**src/rtl/noc_input_port_pkg.sv**
```systemverilog
// Shared flit format, port indices and XY routing helper for the NoC router input stage.
package noc_input_port_pkg;

  localparam int COORD_W   = 4;
  localparam int PAYLOAD_W = 16;
  localparam int NUM_PORTS = 5;

  localparam int EAST  = 0;
  localparam int WEST  = 1;
  localparam int SOUTH = 2;
  localparam int NORTH = 3;
  localparam int LOCAL = 4;

  typedef enum logic [1:0] {
    HEAD   = 2'b00,
    BODY   = 2'b01,
    TAIL   = 2'b10,
    SINGLE = 2'b11
  } flit_type_e;

  typedef struct packed {
    flit_type_e           ftype;
    logic [COORD_W-1:0]   dst_x;
    logic [COORD_W-1:0]   dst_y;
    logic [PAYLOAD_W-1:0] payload;
  } flit_t;

  localparam int FLIT_W = $bits(flit_t);

  typedef enum logic {
    ST_IDLE,
    ST_ACTIVE
  } port_state_e;

  // Dimension-ordered routing: resolve X fully before Y.
  function automatic logic [NUM_PORTS-1:0] xy_route(
    input logic [COORD_W-1:0] dst_x,
    input logic [COORD_W-1:0] dst_y,
    input logic [COORD_W-1:0] cur_x,
    input logic [COORD_W-1:0] cur_y
  );
    logic [NUM_PORTS-1:0] req;
    req = '0;
    if (dst_x > cur_x)      req[EAST]  = 1'b1;
    else if (dst_x < cur_x) req[WEST]  = 1'b1;
    else if (dst_y > cur_y) req[NORTH] = 1'b1;
    else if (dst_y < cur_y) req[SOUTH] = 1'b1;
    else                    req[LOCAL] = 1'b1;
    return req;
  endfunction

endpackage

```
**src/rtl/noc_input_port_flit_fifo.sv**
```systemverilog
// Flit buffer: push visible at the front the next cycle, combinational read from storage.
// Push is ignored when full and pop is ignored when empty.
module noc_flit_fifo #(
  parameter int DEPTH = 4,
  parameter int WIDTH = 8
) (
  input  logic                     clk,
  input  logic                     rst_n,
  input  logic                     push,
  input  logic [WIDTH-1:0]         wr_dat,
  input  logic                     pop,
  output logic [WIDTH-1:0]         rd_dat,
  output logic                     full,
  output logic                     empty,
  output logic [$clog2(DEPTH):0]   count
);

  localparam int PTR_W = $clog2(DEPTH);
  localparam int CNT_W = PTR_W + 1;

  logic [WIDTH-1:0] mem_q [DEPTH];
  logic [PTR_W-1:0] wr_ptr_q, wr_ptr_d;
  logic [PTR_W-1:0] rd_ptr_q, rd_ptr_d;
  logic [CNT_W-1:0] count_q, count_d;
  logic             push_en, pop_en;

  assign full    = (count_q == CNT_W'(DEPTH));
  assign empty   = (count_q == '0);
  assign count   = count_q;
  assign rd_dat  = mem_q[rd_ptr_q];
  assign push_en = push && !full;
  assign pop_en  = pop && !empty;

  // Pointers are exactly log2(DEPTH) wide, so they wrap without compare logic.
  always_comb begin
    wr_ptr_d = wr_ptr_q + PTR_W'(push_en);
    rd_ptr_d = rd_ptr_q + PTR_W'(pop_en);
    count_d  = count_q + CNT_W'(push_en) - CNT_W'(pop_en);
  end

  always_ff @(posedge clk or negedge rst_n) begin
    if (!rst_n) begin
      wr_ptr_q <= '0;
      rd_ptr_q <= '0;
      count_q  <= '0;
    end else begin
      wr_ptr_q <= wr_ptr_d;
      rd_ptr_q <= rd_ptr_d;
      count_q  <= count_d;
    end
  end

  always_ff @(posedge clk) begin
    if (push_en) mem_q[wr_ptr_q] <= wr_dat;
  end

endmodule

```
**src/rtl/noc_input_port.sv**
```systemverilog
// Router input stage: buffers flits, routes each head XY-style and holds the one-hot request for the packet.
// Head reaches the output two cycles after push; in_ready is just !full, with no path from out_ready.
module noc_input_port
  import noc_input_port_pkg::*;
#(
  parameter int                 DEPTH = 4,
  parameter logic [COORD_W-1:0] CUR_X = '0,
  parameter logic [COORD_W-1:0] CUR_Y = '0
) (
  input  logic                 noc_clk,
  input  logic                 noc_rst_n,
  input  logic                 in_valid,
  output logic                 in_ready,
  input  logic [FLIT_W-1:0]    in_flit,
  output logic                 out_valid,
  input  logic                 out_ready,
  output logic [FLIT_W-1:0]    out_flit,
  output logic [NUM_PORTS-1:0] out_port,
  output logic                 err_drop
);

  localparam int CNT_W = $clog2(DEPTH) + 1;

  logic [FLIT_W-1:0]    fifo_rd_dat;
  logic                 fifo_full, fifo_empty;
  logic [CNT_W-1:0]     fifo_count;
  flit_t                front;
  logic                 push, pop, drop, take;
  logic                 front_is_head, front_is_last;

  port_state_e          state_q, state_d;
  logic [NUM_PORTS-1:0] out_port_q, out_port_d;
  logic                 err_drop_q, err_drop_d;

  noc_flit_fifo #(
    .DEPTH (DEPTH),
    .WIDTH (FLIT_W)
  ) u_fifo (
    .clk    (noc_clk),
    .rst_n  (noc_rst_n),
    .push   (push),
    .wr_dat (in_flit),
    .pop    (pop),
    .rd_dat (fifo_rd_dat),
    .full   (fifo_full),
    .empty  (fifo_empty),
    .count  (fifo_count)
  );

  assign front         = flit_t'(fifo_rd_dat);
  assign front_is_head = (front.ftype == HEAD) || (front.ftype == SINGLE);
  assign front_is_last = (front.ftype == TAIL) || (front.ftype == SINGLE);

  assign in_ready  = !fifo_full;
  assign push      = in_valid && in_ready;
  assign out_valid = (state_q == ST_ACTIVE) && !fifo_empty;
  assign take      = out_valid && out_ready;
  // A stray body/tail at the front of an idle port is discarded so it cannot block the lane.
  assign drop      = (state_q == ST_IDLE) && !fifo_empty && !front_is_head;
  assign pop       = take || drop;

  assign out_flit  = fifo_rd_dat;
  assign out_port  = out_port_q;
  assign err_drop  = err_drop_q;

  always_comb begin
    state_d    = state_q;
    out_port_d = out_port_q;
    err_drop_d = err_drop_q;
    case (state_q)
      ST_IDLE: begin
        if (!fifo_empty) begin
          if (front_is_head) begin
            out_port_d = xy_route(front.dst_x, front.dst_y, CUR_X, CUR_Y);
            state_d    = ST_ACTIVE;
          end else begin
            err_drop_d = 1'b1;
          end
        end
      end
      ST_ACTIVE: begin
        if (take && front_is_last) begin
          out_port_d = '0;
          state_d    = ST_IDLE;
        end
      end
      default: state_d = ST_IDLE;
    endcase
  end

  always_ff @(posedge noc_clk or negedge noc_rst_n) begin
    if (!noc_rst_n) begin
      state_q    <= ST_IDLE;
      out_port_q <= '0;
      err_drop_q <= 1'b0;
    end else begin
      state_q    <= state_d;
      out_port_q <= out_port_d;
      err_drop_q <= err_drop_d;
    end
  end

  assert property (@(posedge noc_clk) disable iff (!noc_rst_n) fifo_count <= CNT_W'(DEPTH));

endmodule

```
**config.mk**
```make
export PLATFORM = sky130hd
export DESIGN_NAME = noc_input_port
export DESIGN_NICKNAME = d
export VERILOG_FILES = /design/src/rtl/noc_input_port_pkg.sv /design/src/rtl/noc_input_port_flit_fifo.sv /design/src/rtl/noc_input_port.sv
export SDC_FILE = /design/constraint.sdc
export NUM_CORES = 1
export LEC_CHECK = 0
export CAP_MARGIN = 20
export CORE_MARGIN = 3
export CORE_UTILIZATION = 54
export CTS_CLUSTER_SIZE = 12
export DETAILED_ROUTE_END_ITERATION = 8
export GPL_ROUTABILITY_DRIVEN = 0
export MAX_ROUTING_LAYER = met4
export PLACE_DENSITY_LB_ADDON = 0.15
export SLEW_MARGIN = 20
export SYNTH_ARGS = -nofsm -noshare
export SYNTH_HDL_FRONTEND = slang
export SYNTH_HIERARCHICAL = 1
export SYNTH_SLANG_ARGS = --single-unit
```
**constraint.sdc**
```tcl
create_clock -name noc_clk -period 5.8 [get_ports noc_clk]
set_input_delay 1.16 -clock noc_clk [delete_from_list [all_inputs] [get_ports noc_clk]]
set_output_delay 1.16 -clock noc_clk [all_outputs]
set_load 0.01 [all_outputs]
```
==> impl_metrics.py, run 1 <==
metrics = {
    "status": {
        "status": "complete, no violations",
    },
    "synthesis": {
        "synth-seq-cells": 116,
        "synth_area_leader_cell": "edfxtp_1",
        "synth_cell_types": 39,
        "synthArstFlopShare": 0.1034,
        "ys_warn_count": 6,
        "synth_cells": 205,
        "synth_seq_area_share": 0.7537,
        "synthFlopType": "edfxtp_1",
        "avgSynthCellArea_um2": 22.16,
        "synth_area_leaders": "edfxtp_1 (69%), mux4_2 (9.9%), dfrtp_1 (6.6%)",
        "syn_area_um2": 4542,
        "synth_edf_count": 104,
        "synth_top_area_frac": 0.6876,
    },
    "setup_path": {
        "startpoint_type": "register",
        "worstPathRequired_ns": 4.64,
        "endpoint_kind": "output pin",
        "worst-setup-path-type": "register to output pin",
        "critPathMaxFanout": 28,
        "rrSetupSlack_ns": 2.11,
        "arrival_ns": 2.70,
    },
    "clock_network": {
        "clock_path_buffers": 2,
        "cts_resized": 0,
        "cts_max_level": 4,
        "cts_hold_buf": 0,
        "path_clk_slew_ns": 0.06,
        "cts.sinks": 116,
        "cts_setup_buffers": 0,
        "root_buffer": "clkbuf_8",
        "clk_latency_ns": 0.51,
        "cts_tree": "done",
        "cts_made_buffers": 17,
    },
    "power_and_ir_drop": {
        "max-vdd-ir-drop_mv": 0.2588,
        "p_leak_uw": 0.001975,
        "powerDensity_nw_per_um2": 557.3,
    },
    "route": {
        "via_count": 2232,
        "dr.pass1.iters": 4,
        "wirelength_mm": 8.048,
        "drc": 0,
        "ant_nets": 0,
        "wl_per_cell_um": 20.37,
        "drtIter0Drc": 128,
        "viasPerCell": 5.651,
    },
    "sta": {
        "clock_skew_ns": 0.01500,
        "setup_ws_ns": 1.940,
        "worst_pin_slew_ns": 0.8859,
        "fin_tns_setup_ns": 0,
        "period_needed_ns": 3.860,
        "holdWs_ns": 0.4672,
        "setup_viol": 0,
        "grt_setup_unrepaired": "false",
        "slew_viol_final": 0,
        "finalCritPeriodShare": 0.6656,
        "max_slew_margin": 0.4094,
        "finalHoldViolations": 0,
        "timing.fmax_mhz": 259.0,
    },
    "placement": {
        "pre_cts_slack_ns": 2.050,
        "dpl.hpwl_mm": 4.665,
        "dp.cells": 363,
        "io_buffers": 61,
    },
    "layout": {
        "final_nets": 315,
        "fillerInstances": 471,
        "drive_gt1_frac": 0.2218,
        "area.growth.synth_to_final_pct": 27.96,
        "diodes": 0,
        "instances_no_fill": 395,
    },
    "grt": {
        "grt-ovfl-total": 0,
        "grt_max_degree": 29,
        "grt_pass1_vias": 2412,
        "grt_usage": 0.1910,
        "grt_pass1_wl_mm": 13.05,
        "antenna_found_initial": 0,
    },
    "die": {
        "start_util": 0.5729,
        "coreArea_um2": 7928,
        "row_count": 32,
        "num_io_pins": 64,
        "fp.dieW_um": 97.71,
        "die_h_um": 97.71,
        "die_area_um2": 9547,
    },
    "flow_run": {
        "maxCapViolations": 0,
    },
    "worst_hold_path": {
        "worst_hold_path_type": "register to register",
    },
}
## critical path, cell delays in order (launching register included)
cell,delay (ns)
dfrtp_2,0.94
mux4_1,0.71
clkdlybuf4s50_1,0.53
## logic make-up after synthesis
family                     after synthesis  synth area share
AOI/OAI and AO/OA                       12           0.01929
xor gates and xnor gates                 5          0.009641
adders and majority gates                5           0.01543
buffers and inverters                   15           0.02452
DFF                                    116            0.7537
muxes                                   26            0.1339
other                                    1         0.0008257
and+or+nand+nor                         25           0.04270
## placed cells by master (no fill, tap or decap), drive strengths merged, types with 4 or more instances in the layout
master	n
edfxtp	104
clkdlybuf4s50	61
mux4	26
clkbuf	18
dfrtp	12
clkinv	7
inv	6
buf	5
o21ai	4
nand2	4
ha	4
clkinvlp	4
xnor2	4
nor4	4
## cells in the mapped netlist (2+ instances only)
cell type  count
buf_12         2
buf_2          6
buf_4          2
dfrtp_1       12
edfxtp_1     104
ha_1           4
inv_1          4
mux4_1         6
mux4_2        20
nand2_1        4
nor2_1         2
nor2b_1        2
nor3_1         2
nor4_1         2
nor4b_1        2
nor4bb_1       2
o21ai_0        4
xnor2_1        4
## per-stage QoR
| stage | area (um2) | util | power [uW] |
|---|---|---|---|
| global placement | 5263 | 0.6638 | 2295 |
| detailed placement | 5263 | 0.6638 | 2327 |
| floorplan | 4546 | - | 1895 |
| global route | 5812 | 0.7331 | 3403 |
| finish | 5812 | 0.7331 | 3239 |
| CTS | 5812 | 0.7331 | 3282 |
## per-layer routing
metal / part of all wire / vias to the layer above / global-route usage
li1: - / 1004 / -
met1: 0.42 / 1146 / 0.2335
met2: 0.52 / 71 / 0.2973
met3: 0.053 / 11 / 0.06461
met4: 0.015 / 0 / 0.07455
met5: 0 / - / -
## worst paths after layout
check,startpoint,end,cells past startpoint
setup / recovery,u_fifo/rd_ptr_q[0]$_DFF_PN0_,out_flit[25],2
hold / removal,err_drop$_DFFE_PN0P_,err_drop$_DFFE_PN0P_,1
setup reg to reg,u_fifo/rd_ptr_q[0]$_DFF_PN0_,u_fifo/count[2]$_DFF_PN0_,10
hold reg to reg,err_drop$_DFFE_PN0P_,err_drop$_DFFE_PN0P_,1
max in group asynchronous,noc_rst_n,u_fifo/rd_ptr_q[0]$_DFF_PN0_,1
min in group asynchronous,noc_rst_n,out_port[0]$_DFFE_PN0P_,1
## registers in the layout, summed over array words and instances (netlist names)
name,cells
u_fifo/mem_q,104
out_port,3
u_fifo/count,3
u_fifo/rd_ptr_q,2
u_fifo/wr_ptr_q,2
err_drop,1
state_q,1
## cell type report
cell class | instances | area [um2] | area share
inverter | 4 | 15.01 | 0.002583
multi-input combinational | 75 | 1047 | 0.1802
timing repair buffer | 66 | 648.1 | 0.1115
sequential | 116 | 3425 | 0.5892
clock buffer | 18 | 417.9 | 0.07191
clock inverter | 14 | 131.4 | 0.02260
tap | 102 | 127.6 | 0.02196
## where the power goes
group	switching, uW	internal [uW]
clock	370	570
sequential	138	1120
combinational	468	574
total	975	2260
(Power assumes the default switching activity.)
==> run 2, diff against run 1 <==
==> constraint.sdc (replaced) <==
create_clock -name noc_clk -period 4 [get_ports noc_clk]
set_input_delay 0.8 -clock noc_clk [delete_from_list [all_inputs] [get_ports noc_clk]]
set_output_delay 0.8 -clock noc_clk [all_outputs]
set_load 0.01 [all_outputs]
==> run 2 against run 1 <==
Against the previous run:
- wire length is 0.17% higher
- non-clock buffer count is 2 higher
- first-iteration DRC count is 38% lower
- global-route usage is 0.30 points higher
- critical path depth is 1 higher
- flip-flop and latch count stayed put
- combinational power is 53% higher
- worst hold slack better by 0.023 ns
- sequential power is 41% higher
- critical path type unchanged
- largest power group unchanged
==> impl_metrics.py, run 2 (synthesis results as in run 1) <==
metrics = {
    "status": {
        "status": "complete, no violations",
    },
    "layout": {
        "largest_reg_flops": 104,
        "layout_commonest_cell": "edfxtp_1",
        "diodes": 0,
        "drive_gt1_frac": 0.2305,
        "final_nets": 317,
        "area.growth.synth_to_final_pct": 28.98,
        "top_register": "u_fifo/mem_q",
        "final_cell_mix": "edfxtp_1 (104), clkdlybuf4s50_1 (61), mux4_2 (20)",
        "instances_no_fill": 397,
    },
    "setup_path": {
        "arrival_ns": 2.68,
        "max_stage_delay_ns": 0.63,
        "worstRegToRegCells": 10,
        "cp_top_family": "buffers and inverters",
        "rrSetupSlack_ns": 0.68,
        "crit_start": "u_fifo/rd_ptr_q[0]$_DFF_PN0_",
        "slowest_stage": "dfrtp_2",
        "cp_cell_sequence": "buf_4 -> mux4_2 -> clkdlybuf4s50_1",
        "worstPathRequired_ns": 3.20,
        "worst-setup-path-type": "register to output pin",
        "critPathMaxFanout": 17,
        "critical_path_buf_inv_count": 2,
        "rr_startpoint": "u_fifo/rd_ptr_q[0]$_DFF_PN0_",
        "r2r-end": "u_fifo/count[2]$_DFF_PN0_",
        "endpoint_kind": "output pin",
        "startpoint_type": "register",
    },
    "sta": {
        "max_slew_margin": 0.6019,
        "slew_viol_final": 0,
        "fin_tns_setup_ns": 0,
        "finalHoldViolations": 0,
        "period_needed_ns": 3.479,
        "setup_viol": 0,
        "finalCritPeriodShare": 0.8697,
        "setup_ws_ns": 0.5213,
        "grt_setup_unrepaired": "false",
        "timing.fmax_mhz": 287.5,
        "clock_skew_ns": 0.01033,
        "worst_pin_slew_ns": 0.5959,
    },
    "worst_hold_path": {
        "worst_hold_path_type": "register to register",
        "hold-path-endpoint": "err_drop$_DFFE_PN0P_",
        "worstHoldPathCells": 1,
        "min_from": "err_drop$_DFFE_PN0P_",
    },
    "die": {
        "row_count": 32,
        "fp.dieW_um": 97.71,
        "die_h_um": 97.71,
        "die_area_um2": 9547,
        "start_util": 0.5729,
        "num_io_pins": 64,
        "coreArea_um2": 7928,
    },
    "clock_network": {
        "clock_path_buffers": 2,
        "cts.sinks": 116,
        "cts_setup_buffers": 0,
        "root_buffer": "clkbuf_8",
        "cts_max_level": 4,
        "cts_resized": 0,
        "cts_hold_buf": 0,
        "cts_made_buffers": 17,
        "cts_tree": "done",
        "path_clk_slew_ns": 0.06,
        "clk_latency_ns": 0.51,
    },
    "grt": {
        "grt_pass1_vias": 2401,
        "antenna_found_initial": 0,
        "grt_pass1_wl_mm": 13.33,
        "grt_max_degree": 27,
        "grt-ovfl-total": 0,
        "grt_usage": 0.1940,
    },
    "route": {
        "wl_per_cell_um": 20.31,
        "dr.pass1.iters": 4,
        "drtIter0Drc": 79,
        "ant_nets": 0,
        "viasPerCell": 5.607,
        "wirelength_mm": 8.062,
        "drc": 0,
        "via_count": 2226,
    },
    "power_and_ir_drop": {
        "p_leak_uw": 0.002007,
        "max-vdd-ir-drop_mv": 0.4604,
        "powerDensity_nw_per_um2": 817.6,
    },
    "placement": {
        "dpl.hpwl_mm": 4.945,
        "io_buffers": 61,
        "dp.cells": 365,
        "pre_cts_slack_ns": 0.7093,
    },
    "flow_run": {
        "maxCapViolations": 0,
    },
}
## run 2: cell type report
type / count / area, um2
multi-input combinational: 75 / 1056
inverter: 4 / 15.01
clock inverter: 15 / 157.7
fill: 446 / 2069
tap: 102 / 127.6
sequential: 116 / 3425
clock buffer: 17 / 414.1
timing repair buffer: 68 / 663.1
## run 2: metal layers
metal / share of wire / track usage / wire [um]
met5: 0 / - / 0
met4: 0.0073 / 0.06390 / 59
met3: 0.044 / 0.06676 / 356
met2: 0.53 / 0.3042 / 4249
met1: 0.42 / 0.2396 / 3396
## run 2: worst reg2reg max path, stage by stage (launching register included)
cell	delay [ns]
dfrtp_2	0.63
mux4_1	0.67
ha_1	0.34
a21oi_1	0.07
o21a_1	0.19
nor4b_1	0.32
nor4_1	0.11
ha_1	0.20
fa_1	0.38
xnor2_1	0.19
xnor2_1	0.14
## run 2: how the worst max path moves through the flow
stage,endpoint,cells after the start
2_1_floorplan,u_fifo/mem_q[2][0]$_DFFE_PP_,2
3_3_place_gp,u_fifo/count[2]$_DFF_PN0_,10
3_5_place_dp,u_fifo/count[2]$_DFF_PN0_,10
4_1_cts,out_flit[20],3
5_1_grt,out_flit[20],3
6_report,out_flit[20],3
## run 2: stage by stage
stage               total power, uW  hold slack, ns  area [um2]    util
global placement               3365          0.4485        5286  0.6668
floorplan                      2753          0.4734        4564       -
finish                         4790          0.4906        5858  0.7390
global route                   5034          0.5330        5858  0.7390
CTS                            4852          0.5071        5858  0.7390
detailed placement             3412          0.4769        5286  0.6668
## run 2: power by group
part | total (uW) | switching [uW] | internal, uW
Combinational | 1590 | 740 | 847
Clock | 1420 | 571 | 848
Sequential | 1780 | 160 | 1620
Total | 4790 | 1470 | 3320
==> run 3, diff against run 2 <==
--- a/config.mk
+++ b/config.mk
@@ -7,7 +7,7 @@
 export LEC_CHECK = 0
 export CAP_MARGIN = 20
 export CORE_MARGIN = 3
-export CORE_UTILIZATION = 54
+export CORE_UTILIZATION = 45
 export CTS_CLUSTER_SIZE = 12
 export DETAILED_ROUTE_END_ITERATION = 8
 export GPL_ROUTABILITY_DRIVEN = 0
==> run 3 against run 2 <==
Against the previous run:
- clock power decreased by 5%
- largest cell class unchanged
- sequential power about the same
- register-to-register slack improved by 0.11 ns
- highest routed layer unchanged
- final cell count increased by 7.6%
- sequential share of layout area about the same
- critical endpoint is now out_flit[3]
==> impl_metrics.py, run 3 (synthesis results as in run 1) <==
metrics = {
    "grt": {
        "antenna_found_initial": 0,
        "grt-ovfl-total": 0,
        "grt_pass1_wl_mm": 12.50,
        "grt_pass1_vias": 2295,
        "grt_usage": 0.1551,
        "grt_max_degree": 27,
    },
    "worst_hold_path": {
        "worstHoldPathCells": 1,
        "min_from": "err_drop$_DFFE_PN0P_",
        "worst_hold_path_type": "register to register",
        "hold-path-endpoint": "err_drop$_DFFE_PN0P_",
    },
    "setup_path": {
        "rrSetupSlack_ns": 0.79,
        "slowest_stage": "mux4_1",
        "arrival_ns": 2.62,
        "rr_startpoint": "u_fifo/rd_ptr_q[0]$_DFF_PN0_",
        "worst-setup-path-type": "register to output pin",
        "endpoint_kind": "output pin",
        "cp_top_family": "buffers and inverters",
        "cp_cell_sequence": "buf_4 -> mux4_1 -> clkdlybuf4s50_1",
        "critical_path_buf_inv_count": 2,
        "critPathMaxFanout": 17,
        "worstRegToRegCells": 10,
        "r2r-end": "u_fifo/count[2]$_DFF_PN0_",
        "crit_cells": 3,
        "worstPathRequired_ns": 3.20,
        "startpoint_type": "register",
        "max_stage_delay_ns": 0.62,
    },
    "sta": {
        "worst_pin_slew_ns": 0.5866,
        "finalCritPeriodShare": 0.8560,
        "clock_skew_ns": 0.01501,
        "max_slew_margin": 0.6082,
        "setup_viol": 0,
        "finalHoldViolations": 0,
        "grt_setup_unrepaired": "false",
        "fin_tns_setup_ns": 0,
        "slew_viol_final": 0,
        "timing.fmax_mhz": 292.0,
        "period_needed_ns": 3.424,
    },
    "layout": {
        "final_cell_mix": "edfxtp_1 (104), clkdlybuf4s50_1 (61), mux4_2 (20)",
        "diodes": 0,
        "layout_commonest_cell": "edfxtp_1",
        "drive_gt1_frac": 0.2041,
        "largest_reg_flops": 104,
        "area.growth.synth_to_final_pct": 29.04,
        "final_nets": 316,
        "instances_no_fill": 427,
        "top_register": "u_fifo/mem_q",
    },
    "die": {
        "row_count": 36,
        "fp.dieW_um": 106.5,
        "num_io_pins": 64,
        "start_util": 0.4647,
        "die_area_um2": 11330,
        "coreArea_um2": 9774,
        "die_h_um": 106.5,
    },
    "power_and_ir_drop": {
        "powerDensity_nw_per_um2": 798.9,
        "combPwrFrac": 0.327,
        "p_sw_uw": 1339,
        "p_int_uw": 3343,
        "max-vdd-ir-drop_mv": 0.3806,
        "clock_power_share": 0.289,
        "p_total_uw": 4682,
        "swShare": 0.2859,
        "pwr-share-seq": 0.383,
        "p_leak_uw": 0.001990,
    },
    "clock_network": {
        "root_buffer": "clkbuf_8",
        "cts.sinks": 116,
        "cts_setup_buffers": 0,
        "cts_tree": "done",
        "cts_made_buffers": 17,
        "clock_path_buffers": 2,
        "path_clk_slew_ns": 0.05,
        "cts_resized": 0,
        "cts_hold_buf": 0,
        "cts_max_level": 4,
        "clk_latency_ns": 0.50,
    },
    "route": {
        "drtIter0Drc": 93,
        "wl_per_cell_um": 18.37,
        "viasPerCell": 5.197,
        "wirelength_mm": 7.844,
        "via_count": 2219,
        "dr.pass1.iters": 4,
        "drc": 0,
        "ant_nets": 0,
    },
    "placement": {
        "dp.cells": 395,
        "dpl.hpwl_mm": 4.740,
        "io_buffers": 61,
    },
    "status": {
        "status": "complete, no violations",
    },
    "flow_run": {
        "maxCapViolations": 0,
    },
}
[run 3: worst max-delay path by stage]
stage | startpoint | to
floorplan | in_valid | u_fifo/mem_q[2][0]$_DFFE_PP_
global placement | u_fifo/rd_ptr_q[0]$_DFF_PN0_ | u_fifo/count[2]$_DFF_PN0_
detailed placement | u_fifo/rd_ptr_q[0]$_DFF_PN0_ | u_fifo/count[2]$_DFF_PN0_
CTS | u_fifo/rd_ptr_q[0]$_DFF_PN0_ | out_flit[3]
global route | u_fifo/rd_ptr_q[0]$_DFF_PN0_ | out_flit[3]
finish | u_fifo/rd_ptr_q[0]$_DFF_PN0_ | out_flit[3]
[run 3: per-stage QoR]
step / hold slack, ns / util / worst slack (ns) / cell area [um2]
6_report: 0.4728 / 0.5996 / 0.5759 / 5861
5_1_grt: 0.4955 / 0.5996 / 0.3961 / 5861
4_1_cts: 0.4849 / 0.5996 / 0.4863 / 5861
3_5_place_dp: 0.4764 / 0.5440 / 0.7464 / 5318
3_3_place_gp: 0.4687 / 0.5440 / 0.7870 / 5318
2_1_floorplan: 0.4734 / - / 0.7668 / 4564
[run 3: worst register-to-register path, delay by kind of cell, from the launching register on]
| kind | cells | cell delay (ns) |
|---|---|---|
| flops | 1 | 0.59 |
| xor+xnor | 2 | 0.27 |
| simple gates | 2 | 0.41 |
| fa+ha+maj | 3 | 0.90 |
| compound gates | 2 | 0.26 |
| mux | 1 | 0.66 |
[run 3: area by class of cell]
type                       count  area (um2)
tap                          133       166.4
sequential                   116        3425
multi-input combinational     75        1056
fill                         733        3914
clock buffer                  26       488.0
inverter                       4       15.01
timing repair buffer          67       655.6
clock inverter                 6       55.05
[run 3: power by group through the flow]
stage	clock network, uW	logic, uW	registers (uW)
after global placement	0	1550	1810
final	1350	1530	1790
after CTS	1390	1570	1800
after global routing	1440	1650	1830
after floorplan	0	1040	1720
after detailed placement	0	1560	1820
[run 3: metal layers]
layer  part of all wire  GRT usage  routed length (um)
met3              0.045    0.04979                 352
met4              0.012    0.06393                  95
met2               0.51     0.2462                3974
met5                  0          -                   0
met1               0.44     0.1855                3421
==> RTL edit: new RTL, flow settings as in run 1 <==
The package constant `NUM_PORTS` goes from 5 to 10.
--- a/src/rtl/noc_input_port_pkg.sv
+++ b/src/rtl/noc_input_port_pkg.sv
@@ -3,7 +3,7 @@
 
   localparam int COORD_W   = 4;
   localparam int PAYLOAD_W = 16;
-  localparam int NUM_PORTS = 5;
+  localparam int NUM_PORTS = 10;
 
   localparam int EAST  = 0;
   localparam int WEST  = 1;
Interface: changed (resized out_port); port bits go from 64 to 69. The function was not compared with the original's and may differ.
==> RTL edit against run 1 <==
Non-clock buffer count grew 1. First-iteration DRC count grew 19%. Sequential cell count is the same. Total power grew 2.9%. Design area grew 1.2%. Wire length grew 0.55%. Setup slack gained 0.012 ns. Critical path depth is the same. Area after synthesis grew 0.83%.
==> RTL edit: results (changes against run 1) <==
| Metric | Value |
|---|---|
| Status | finished, final reports clean |
| Biggest register | u_fifo/mem_q |
| Slew @ Worst Pin | 0.920 ns (+0.0339 ns) |
| Leak | 2.02 nW (+2.1%) |
| Initial DRC count | 152 (+19%) |
| All-Layer GR Usage | 0.183 (-0.00804) |
| Routing usage on met1 | 0.234 (+0.000316) |
| Layout cells sized above 1 | 0.221 (-0.00111) |
| Crit path capture | out_flit[25] |
| M3 GR Usage | 0.0543 (-0.0103) |
| DRT met1 WL | 3.39 mm (+1.1%) |
| Area contributors post-synth | edfxtp_1 68%, mux4_2 9.8%, dfrtp_1 6.6%, mux4_1 3.4%, buf_4 1.1% |
| P_int | 2.35 mW (+4.0%) |
| Synth cell count leaders | 104 x edfxtp_1, 20 x mux4_2, 12 x dfrtp_1 |
| Routed Wire Length | 8.09 mm (+0.55%) |
| Detail Placement HPWL | 4.92 mm (+5.5%) |
| Pwr Total | 3.33 mW (+2.9%) |
| Post-CTS Setup Bufs | 0 (unchanged) |
| Clk slew on worst S/H paths | 0.06 ns (about the same) |
| Final Skew | 0.00983 ns (-0.00518 ns) |
| Non-filler instance count after layout | 401 (+1.5%) |
| DP Area | 5290 µm² (+0.50%) |
| DR WL met3 | 494 µm (+15%) |
| # nets final | 321 (+1.9%) |
| Worst-case vdd ir drop | 0.354 mV (+37%) |
| Dpl cells | 369 (+1.7%) |
| WP data arrival | 2.69 ns (about the same) |
| Vias in the first global route | 2,271 (-5.8%) |
| Worst R2R Setup Slack | 2.07 ns (-0.04 ns) |
| Number of detailed-route iterations in the first pass | 5 (+1) |
| Post-synthesis adder-cell area fraction | 0.0153 (-0.000126) |
| PnR worst setup slack | 1.95 ns (+0.0123 ns) |
| Vias per cell | 5.62 (-0.53%) |
| R2r startpoint | u_fifo/rd_ptr_q[0] |
| Multiplexer area fraction after synthesis | 0.133 (-0.00110) |
| Share of the yosys chip area belonging to registers | 0.748 (-0.00618) |
| Syn_area_per_cell | 21.8 µm² (-1.6%) |
| GR Layer Usage met2 | 0.278 (-0.0193) |
| Synth Area in Compound Gates | 0.0191 (-0.000158) |
| Clk pwr share | 0.308 (+0.018) |
| Hold WS | 0.475 ns (+0.00793 ns) |
| First-pass GRT wire length | 12.5 mm (-4.1%) |
-- RTL edit: changes by cell type after synthesis, sizes merged --
cell,before,now
buf,11,16
-- RTL edit: kinds of logic (layout without fill, tap and decap cells) --
kind of cell,count (synthesis),count (layout)
AOI/OAI and AO/OA,12,12
muxes,26,26
xor gates and xnor gates,5,5
buffers and inverters,20,103
adders and majority gates,5,5
and+or+nand+nor,25,25
DFF,116,116
other,1,7
-- RTL edit: area by class of cell --
| cell class | count | area [µm²] |
|---|---|---|
| Fill cell | 445 | 2080 |
| Clock buffer | 18 | 418 |
| Timing Repair Buffer | 67 | 656 |
| Sequential cell | 116 | 3420 |
| Inverter | 4 | 15.0 |
| Clock inverter | 14 | 178 |
| Tap cell | 102 | 128 |
| Multi-Input combinational cell | 80 | 1070 |
-- RTL edit: worst max-delay path, cell delays in order (launching register included) --
cell	delay, ns
dfrtp_2	0.94
mux4_1	0.73
clkdlybuf4s50_1	0.52
